## src/rtl/div_result_bcd.sv

```systemverilog
// div_result_bcd
//   Sequential binary-to-BCD converter placed after the divider. Captures one
//   quotient/remainder pair per input handshake, converts both operands in
//   parallel with shift-and-add-3 (double dabble), one bit per clock, and
//   offers the packed BCD result on an output handshake.
//
// Handshakes: a transfer happens on a rising edge where valid and ready are
//   both high. in_ready is high only in IDLE; out_valid is high only in DONE
//   and stays high, with stable data, until out_ready is seen. Neither ready
//   nor valid depends combinationally on the other side's signals.
//
// Ports:
//   clk        system clock, rising edge
//   rst        synchronous active-high reset
//   in_valid   q/r valid this cycle
//   in_ready   block can accept a pair (IDLE)
//   q, r       quotient / remainder, WIDTH bits
//   q_bcd      packed BCD quotient, digit 0 in bits [3:0]
//   r_bcd      packed BCD remainder, same packing
//   out_valid  q_bcd/r_bcd hold a finished result (DONE)
//   out_ready  consumer accepts the result
//   busy       conversion in progress (SHIFT)
//   dbg_state  current FSM state encoding (0 IDLE, 1 SHIFT, 2 DONE)

module div_result_bcd #(
   parameter int WIDTH  = 4,
   parameter int DIGITS = 2
) (
   input  logic                  clk,
   input  logic                  rst,
   input  logic                  in_valid,
   output logic                  in_ready,
   input  logic [WIDTH-1:0]      q,
   input  logic [WIDTH-1:0]      r,
   output logic [4*DIGITS-1:0]   q_bcd,
   output logic [4*DIGITS-1:0]   r_bcd,
   output logic                  out_valid,
   input  logic                  out_ready,
   output logic                  busy,
   output logic [1:0]            dbg_state
);

   localparam int CW = (WIDTH > 1) ? $clog2(WIDTH) : 1;

   typedef enum logic [1:0] {
      ST_IDLE  = 2'd0,
      ST_SHIFT = 2'd1,
      ST_DONE  = 2'd2
   } state_t;

   state_t state, state_nxt;

   logic [WIDTH-1:0]    q_bin, r_bin;
   logic [4*DIGITS-1:0] q_acc, r_acc;
   logic [4*DIGITS-1:0] q_adj, r_adj;
   logic [4*DIGITS-1:0] q_acc_nxt, r_acc_nxt;
   logic [CW-1:0]       count;
   logic                last_shift;

   // Every digit >= 5 gets +3 before the shift, so that the doubling carries
   // correctly into the next decade. Digits are never above 9 here, so the
   // sum always fits in 4 bits.
   function automatic logic [4*DIGITS-1:0] add3(input logic [4*DIGITS-1:0] b);
      logic [4*DIGITS-1:0] res;
      res = b;
      for (int i = 0; i < DIGITS; i++) begin
         if (b[4*i +: 4] >= 4'd5)
            res[4*i +: 4] = b[4*i +: 4] + 4'd3;
      end
      return res;
   endfunction

   always_comb begin
      q_adj     = add3(q_acc);
      r_adj     = add3(r_acc);
      // Binary MSB enters BCD bit 0 as the combined register shifts left.
      q_acc_nxt = {q_adj[4*DIGITS-2:0], q_bin[WIDTH-1]};
      r_acc_nxt = {r_adj[4*DIGITS-2:0], r_bin[WIDTH-1]};
   end

   assign last_shift = (state == ST_SHIFT) && (count == CW'(WIDTH - 1));

   // FSM state register
   always_ff @(posedge clk) begin
      if (rst)
         state <= ST_IDLE;
      else
         state <= state_nxt;
   end

   // FSM next-state logic
   always_comb begin
      state_nxt = state;
      case (state)
         ST_IDLE:  if (in_valid)   state_nxt = ST_SHIFT;
         ST_SHIFT: if (last_shift) state_nxt = ST_DONE;
         ST_DONE:  if (out_ready)  state_nxt = ST_IDLE;
         default:                  state_nxt = ST_IDLE;
      endcase
   end

   // Datapath: operand capture, shift/adjust, result registers
   always_ff @(posedge clk) begin
      if (rst) begin
         q_bin <= '0;
         r_bin <= '0;
         q_acc <= '0;
         r_acc <= '0;
         count <= '0;
         q_bcd <= '0;
         r_bcd <= '0;
      end else begin
         case (state)
            ST_IDLE: begin
               if (in_valid) begin
                  q_bin <= q;
                  r_bin <= r;
                  q_acc <= '0;
                  r_acc <= '0;
                  count <= '0;
               end
            end
            ST_SHIFT: begin
               q_bin <= q_bin << 1;
               r_bin <= r_bin << 1;
               q_acc <= q_acc_nxt;
               r_acc <= r_acc_nxt;
               count <= count + 1'b1;
               // Final shift result goes straight to the outputs so that it
               // is visible on the same edge that enters DONE.
               if (last_shift) begin
                  q_bcd <= q_acc_nxt;
                  r_bcd <= r_acc_nxt;
               end
            end
            default: ;
         endcase
      end
   end

   assign in_ready  = (state == ST_IDLE);
   assign busy      = (state == ST_SHIFT);
   assign out_valid = (state == ST_DONE);
   assign dbg_state = state;

endmodule

```

## config.mk

```make
export PLATFORM = sky130hd
export DESIGN_NAME = div_result_bcd
export DESIGN_NICKNAME = d
export VERILOG_FILES = /design/src/rtl/div_result_bcd.sv
export SDC_FILE = /design/constraint.sdc
export NUM_CORES = 1
export LEC_CHECK = 0
export ABC_CLOCK_PERIOD_IN_PS = 1400
export BUFFER_PORTS_ARGS = -buffer_cell sky130_fd_sc_hd__buf_4
export CORE_MARGIN = 2
export CORE_UTILIZATION = 50
export CTS_CLUSTER_DIAMETER = 150
export DETAILED_ROUTE_END_ITERATION = 10
export PLACE_DENSITY = 0.74
export SLEW_MARGIN = 10
export SYNTH_ARGS = -nofsm -noshare
export SYNTH_HDL_FRONTEND = slang
export SYNTH_SLANG_ARGS = --single-unit
```

## constraint.sdc

```tcl
create_clock -name clk -period 1.4 [get_ports clk]
set_input_delay 0.07 -clock clk [delete_from_list [all_inputs] [get_ports clk]]
set_output_delay 0.07 -clock clk [all_outputs]
set_load 0.02 [all_outputs]
```

After elaboration in Yosys (flattened, before gate mapping)
Index checks and enable logic that the tools add are counted.
{"block": "word_totals", "romBits": 0, "register_bits": 44, "latch_bits": 0, "ramBits": 0, "out_inout_bits": 21, "memories": 0, "inputBits": 12}
{"block": "op_classes", "mux": 17, "magnitude_cmp": 4, "div": 0, "eq_ne": 6, "addsub": 5, "n_mul": 0, "bitwise": 0, "n_reduce_logical": 6, "shift": 0}
{"cell": "$pmux W8 S2", "n": 2}
{"cell": "$ge A4 B3 Y1 const B", "n": 4}
{"cell": "$mux W4", "n": 4}
{"cell": "$pmux W4 S2", "n": 2}
{"cell": "$add A4 B2 Y4 const B", "n": 2}
{"cell": "$mux W2", "n": 4}
{"cell": "$mux W8", "n": 1}
{"cell": "$add A3 B2 Y3 const B", "n": 2}
{"cell": "$mux W3", "n": 2}
{"cell": "$pmux W2 S3", "n": 1}
{"cell": "$eq A2 B2 Y1 const B", "n": 2}
{"cell": "$ne A2 B1 Y1 const B", "n": 2}
{"cell": "$pmux W2 S2", "n": 1}
{"cell": "$reduce_and A2 Y1", "n": 2}
{"cell": "$reduce_and A3 Y1", "n": 1}
{"cell": "$add A2 B1 Y2 const B", "n": 1}
{"cell": "$eq A2 B1 Y1 const B", "n": 1}
{"cell": "$logic_not A2 Y1", "n": 1}
{"cell": "$ne A2 B2 Y1 const B", "n": 1}
{"cell": "$reduce_bool A2 Y1", "n": 1}
{"cell": "$logic_and A1 B1 Y1", "n": 1}

Depth between registers and ports, before layout
{"block": "logic_depth", "word_depth": 4, "mapped_depth": 8, "ltp_nobuf": 6}

Worst setup path before layout
OpenSTA, ideal clock, no wires.
{"block": "synth_path", "kind": "reg2reg", "start": "register state[1] (netlist: dbg_state[1])", "end": "register q_bcd[5]", "synth_period_minus_slack_ns": 1.431, "t_required_ns": 1.280, "n_path_buf": 3, "slack_ns": -0.031, "arrival_time_ns": 1.311, "setup_time_ns": 0.120, "path_stages_with_launch": 9, "cell_sequence": "dfxtp_1 > buf_6 > nand2b_4 > inv_2 > and2_4 > buf_6 > buf_6 > nand4b_1 > nand3_1"}
{"block": "synth_via", "elab_chain_cells": 3}
{"element": "start: declaration", "line_no": "51", "source": "state_t state, state_nxt;"}
{"element": "start signal: assignment", "line_no": "88", "source": "state <= state_nxt;"}
{"element": "$eq A2 B1 Y1 (*)", "line_no": "81, 113"}
{"element": "$logic_and A1 B1 Y1", "line_no": "81", "source": "assign last_shift = (state == ST_SHIFT) && (count == CW'(WIDTH - 1));"}
{"element": "$reduce_and A2 Y1 (no source line) (*)"}
{"element": "end signal: assignment", "line_no": "132", "source": "q_bcd <= q_acc_nxt;"}
{"element": "end: declaration", "line_no": "35", "source": "output logic [4*DIGITS-1:0] q_bcd,"}
Mark *: on every way between the ends. The rest lies on a longest branch, timed or not.
A chain may end at the register's enable or synchronous reset.

Final worst setup path
{"block": "layout_path", "start": "register r_acc[5]", "end": "register r_acc[6]"}
{"block": "layout_via", "elab_chain_cells": 3, "elab_cells_between_ends": 4, "classes_between": "1 x add/sub; 1 x order compare; 2 x mux"}
{"element": "start: declaration", "line_no": "54", "source": "logic [4*DIGITS-1:0] q_acc, r_acc;"}
{"element": "start signal: assignment", "line_no": "127", "source": "r_acc <= r_acc_nxt;"}
{"element": "$ge A4 B3 Y1 or $add A3 B2 Y3 (tied branches)", "line_no": "67, 68"}
{"element": "$mux W3 (*)", "line_no": "67", "source": "if (b[4*i +: 4] >= 4'd5)"}
{"element": "$pmux W8 S2 (*)", "line_no": "113", "source": "case (state)"}
Marks and branches as above.

==> summary.md <==
| Metric | Value |
|---|---|
| Run status | `completed` |
| IO Port Bufs | `32` |
| Max_cap viols | `0` |
| Post-Synth Adder-Cell Area | `5.332%` |
| Num CTS Buffers | `5` |
| Chip height | `68.99 µm` |
| Post-synthesis async set-or-reset flop share | `0%` |
| I/O Pins | `33` |
| Post-DRT Antenna Nets | `0` |
| DRT iter0 DRCs | `78` |
| Setup Skew | `0.005184 ns` |
| Synth Area in Compound Gates | `21.98%` |
| Total Nets Final | `315` |
| Area grow syn2layout | `33.83%` |
| Largest family of logic cells by synthesized area | `simple AND/OR/NAND/NOR gates` |
| Worst-path cell chain | `inv_4 > ha_4 > nand2b_4 > a211o_1 > o21a_1 > a22o_1` |
| RD Place Congestion | `0.8390` |
| Commonest non-fill, non-tap cell in the layout | `buf_4` |
| RSZ-0062 raised after global routing | `yes` |
| Prevailing post-synth register cell | `dfxtp_1` |
| Root buf cell | `clkbuf_8` |
| Crit path max fanout | `2` |
| FMAX | `731.9 MHz` |
| Leak | `1.171 nW` |
| Wirelength per Cell | `14.44 µm` |
| Distinct cells, synth | `43` |
| Core area | `4029 µm²` |
| GR Util All Layers | `21.66%` |
| Seq/Total Area, Yosys | `41.71%` |
| Fraction of layout cells with a size suffix above 1 | `38.44%` |
| Fillers | `328` |
| Post-Syn Nets | `260` |
| Post-Place Cells | `336` |
| Drt drc | `0` |
| Worst-Skew Late Latency | `0.29 ns` |
| # diodes | `0` |
| Layout Cells excl Fill | `344` |
| Starting Density | `52.42%` |
| Die X | `68.99 µm` |
| Hold buffers post-CTS | `0` |
| Slew Viols, Final | `0` |
| Clock-pin slew on the worst setup and hold paths | `0.08 ns` |
| GR Overflow Total | `0` |
| Final hold viol count | `0` |
| Clk buf depth | `2` |
| Syn_area_per_cell | `8.837 µm²` |
| Critical Path AT | `1.56 ns` |
| Worst setup path class | `register to register` |
| Hpwl dp | `3341 µm` |
| Mux cell area share after synthesis | `0.9479%` |
| Peak VDD IR | `0.7482 mV` |
| WHS | `0.01788 ns` |
| Crit path required time | `1.59 ns` |
| Most frequent cells in the layout | `buf_4 (61), dfxtp_1 (33), nor2_1 (26)` |
| Post-synth EDFFs | `0` |
| Finish-stage setup viols | `0` |
| Worst R2R Setup Slack | `0.03 ns` |
| CTS HTree Levels | `2` |
| # clock sinks | `44` |
| Mapped Area | `2112 µm²` |
| CP max-delay cell | `dfxtp_2` |
| TritonCTS clock tree | `done` |
| DR pass1 iterations | `4` |
| Crit share post-route | `97.59%` |
| First-pass GRT wire length | `7465 µm` |
| Vias per cell | `5.538` |
| Post-Route WL | `4968 µm` |
| Tmin final | `1.366 ns` |
| Row cnt | `23` |
| Slew Limit Headroom | `77.28%` |
| CP Buf/Inv Count | `1` |
| Max incr delay on CP | `0.35 ns` |
| Cells after Synth | `239` |
| Vias in the first global route | `1685` |
| Post-synthesis xor/xnor area fraction | `1.244%` |
| Power per cell area | `856.0 nW/µm²` |
| CP Capture Type | `register` |
| Largest net degree at the start of global routing | `25` |
| Min-Delay Path Class | `input port to register` |
| Yosys Warn Count | `0` |
| Die Footprint | `4760 µm²` |
| Seq cells post-synth | `44` |
| Slew @ Worst Pin | `0.3372 ns` |
| Critical Path Source Type | `register` |
| Initial antenna violation count | `0` |
| CP top delay family | `compound AO/OA/AOI/OAI gates` |
| Vias | `1905` |
| Synth Area in Simple Gates | `22.27%` |
-- through the flow --
step                setup WS (ns)  power (mW)   TNS [ns]  util, %  area [µm²]
floorplan              -0.0006537       1.484  -0.001307        -        2121
global placement         0.003588       1.579          0    63.26        2549
detailed placement       -0.03947       1.583    -0.1454    63.26        2549
CTS                      0.004413       2.434          0    66.27        2670
global route             -0.02102       2.522   -0.07671    70.16        2826
finish                    0.03375       2.419          0    70.16        2826
-- worst register-to-register path, stage by stage, from the launching register on --
cell,delay (ns)
dfxtp_2,0.35
inv_4,0.05
ha_4,0.14
nand2b_4,0.14
a211o_1,0.31
o21a_1,0.11
a22o_1,0.16
-- logic make-up (layout without fill, tap and decap cells) --
logic type,after synthesis,after routing
AOI/OAI and AO/OA,67,67
xor gates and xnor gates,3,3
adders and majority gates,9,9
buffers and inverters,27,82
DFF,44,44
muxes,2,2
and+or+nand+nor,87,87
-- final cells by class --
class / count / area, µm² / area share (%)
inverters: 14 / 57.56 / 2.036
flip-flops and latches: 44 / 899.6 / 31.83
repair buffers: 61 / 457.9 / 16.20
well taps: 50 / 62.56 / 2.213
clock buffers: 7 / 96.34 / 3.409
multi-input cells: 168 / 1252 / 44.31
-- Yosys cell counts, types with 2 or more instances --
library cell   n  area (µm²)
a2bb2oi_1      2       17.52
nand3_1        7       35.03
xnor2_1        3       26.28
a211o_1        3       26.28
nand4b_1       2       17.52
nand3b_1       3       22.52
nor2_1        27       101.4
nor3b_1       10       75.07
a22oi_1        4       30.03
nand2_1       15       56.30
o21ai_0       11       55.05
buf_2          5       25.02
a211oi_2       2       25.02
a211oi_1       8       60.06
o211ai_1       2       15.01
buf_6          4       45.04
nand2b_1       5       31.28
clkbuf_1       3       11.26
ha_1           9       112.6
mux2i_1        2       20.02
or4_1          2       15.01
a21o_1         4       30.03
inv_1         13       48.80
o21a_1         2       15.01
a22o_1         6       52.55
dfxtp_1       44       880.8
o22ai_1        3       18.77
nor3_1        10       50.05
a21oi_1       14       70.07
-- what timing repair did --
action / in CTS / in global routing
setup endpoints to repair: 11 / 23
setup buffers: 0 / 1
gates resized for setup: 7 / 41
gates cloned: 0 / 0
pin swaps: 2 / 12
-- where the power goes --
part	leakage [nW]	internal, mW	switching [mW]
combinational	0.759	0.122	0.138
clock	0.0503	0.440	0.412
sequential	0.363	1.28	0.0291
-- state kept, by name (all words and copies together), names as in the netlist --
name	cells
count	2
dbg_state	2
q_acc	8
q_bcd	8
q_bin	4
r_acc	8
r_bcd	8
r_bin	4
-- layer usage --
metal	GRT usage (%)	vias to the layer above	share of wire, %
met2	36.42	34	52
met1	25.30	905	43
met3	5.844	5	3.9
met5	0	-	0
met4	10.78	0	1.2
li1	-	961	-
-- final timing paths --
kind             start           end  cells after the start
max           r_acc[5]      r_acc[6]                      6
min          out_ready  dbg_state[1]                      3
min reg2reg   q_bcd[6]      q_bcd[6]                      2
max reg2reg   r_acc[5]      r_acc[6]                      6
No activity file was read; power rests on OpenSTA's default activity.
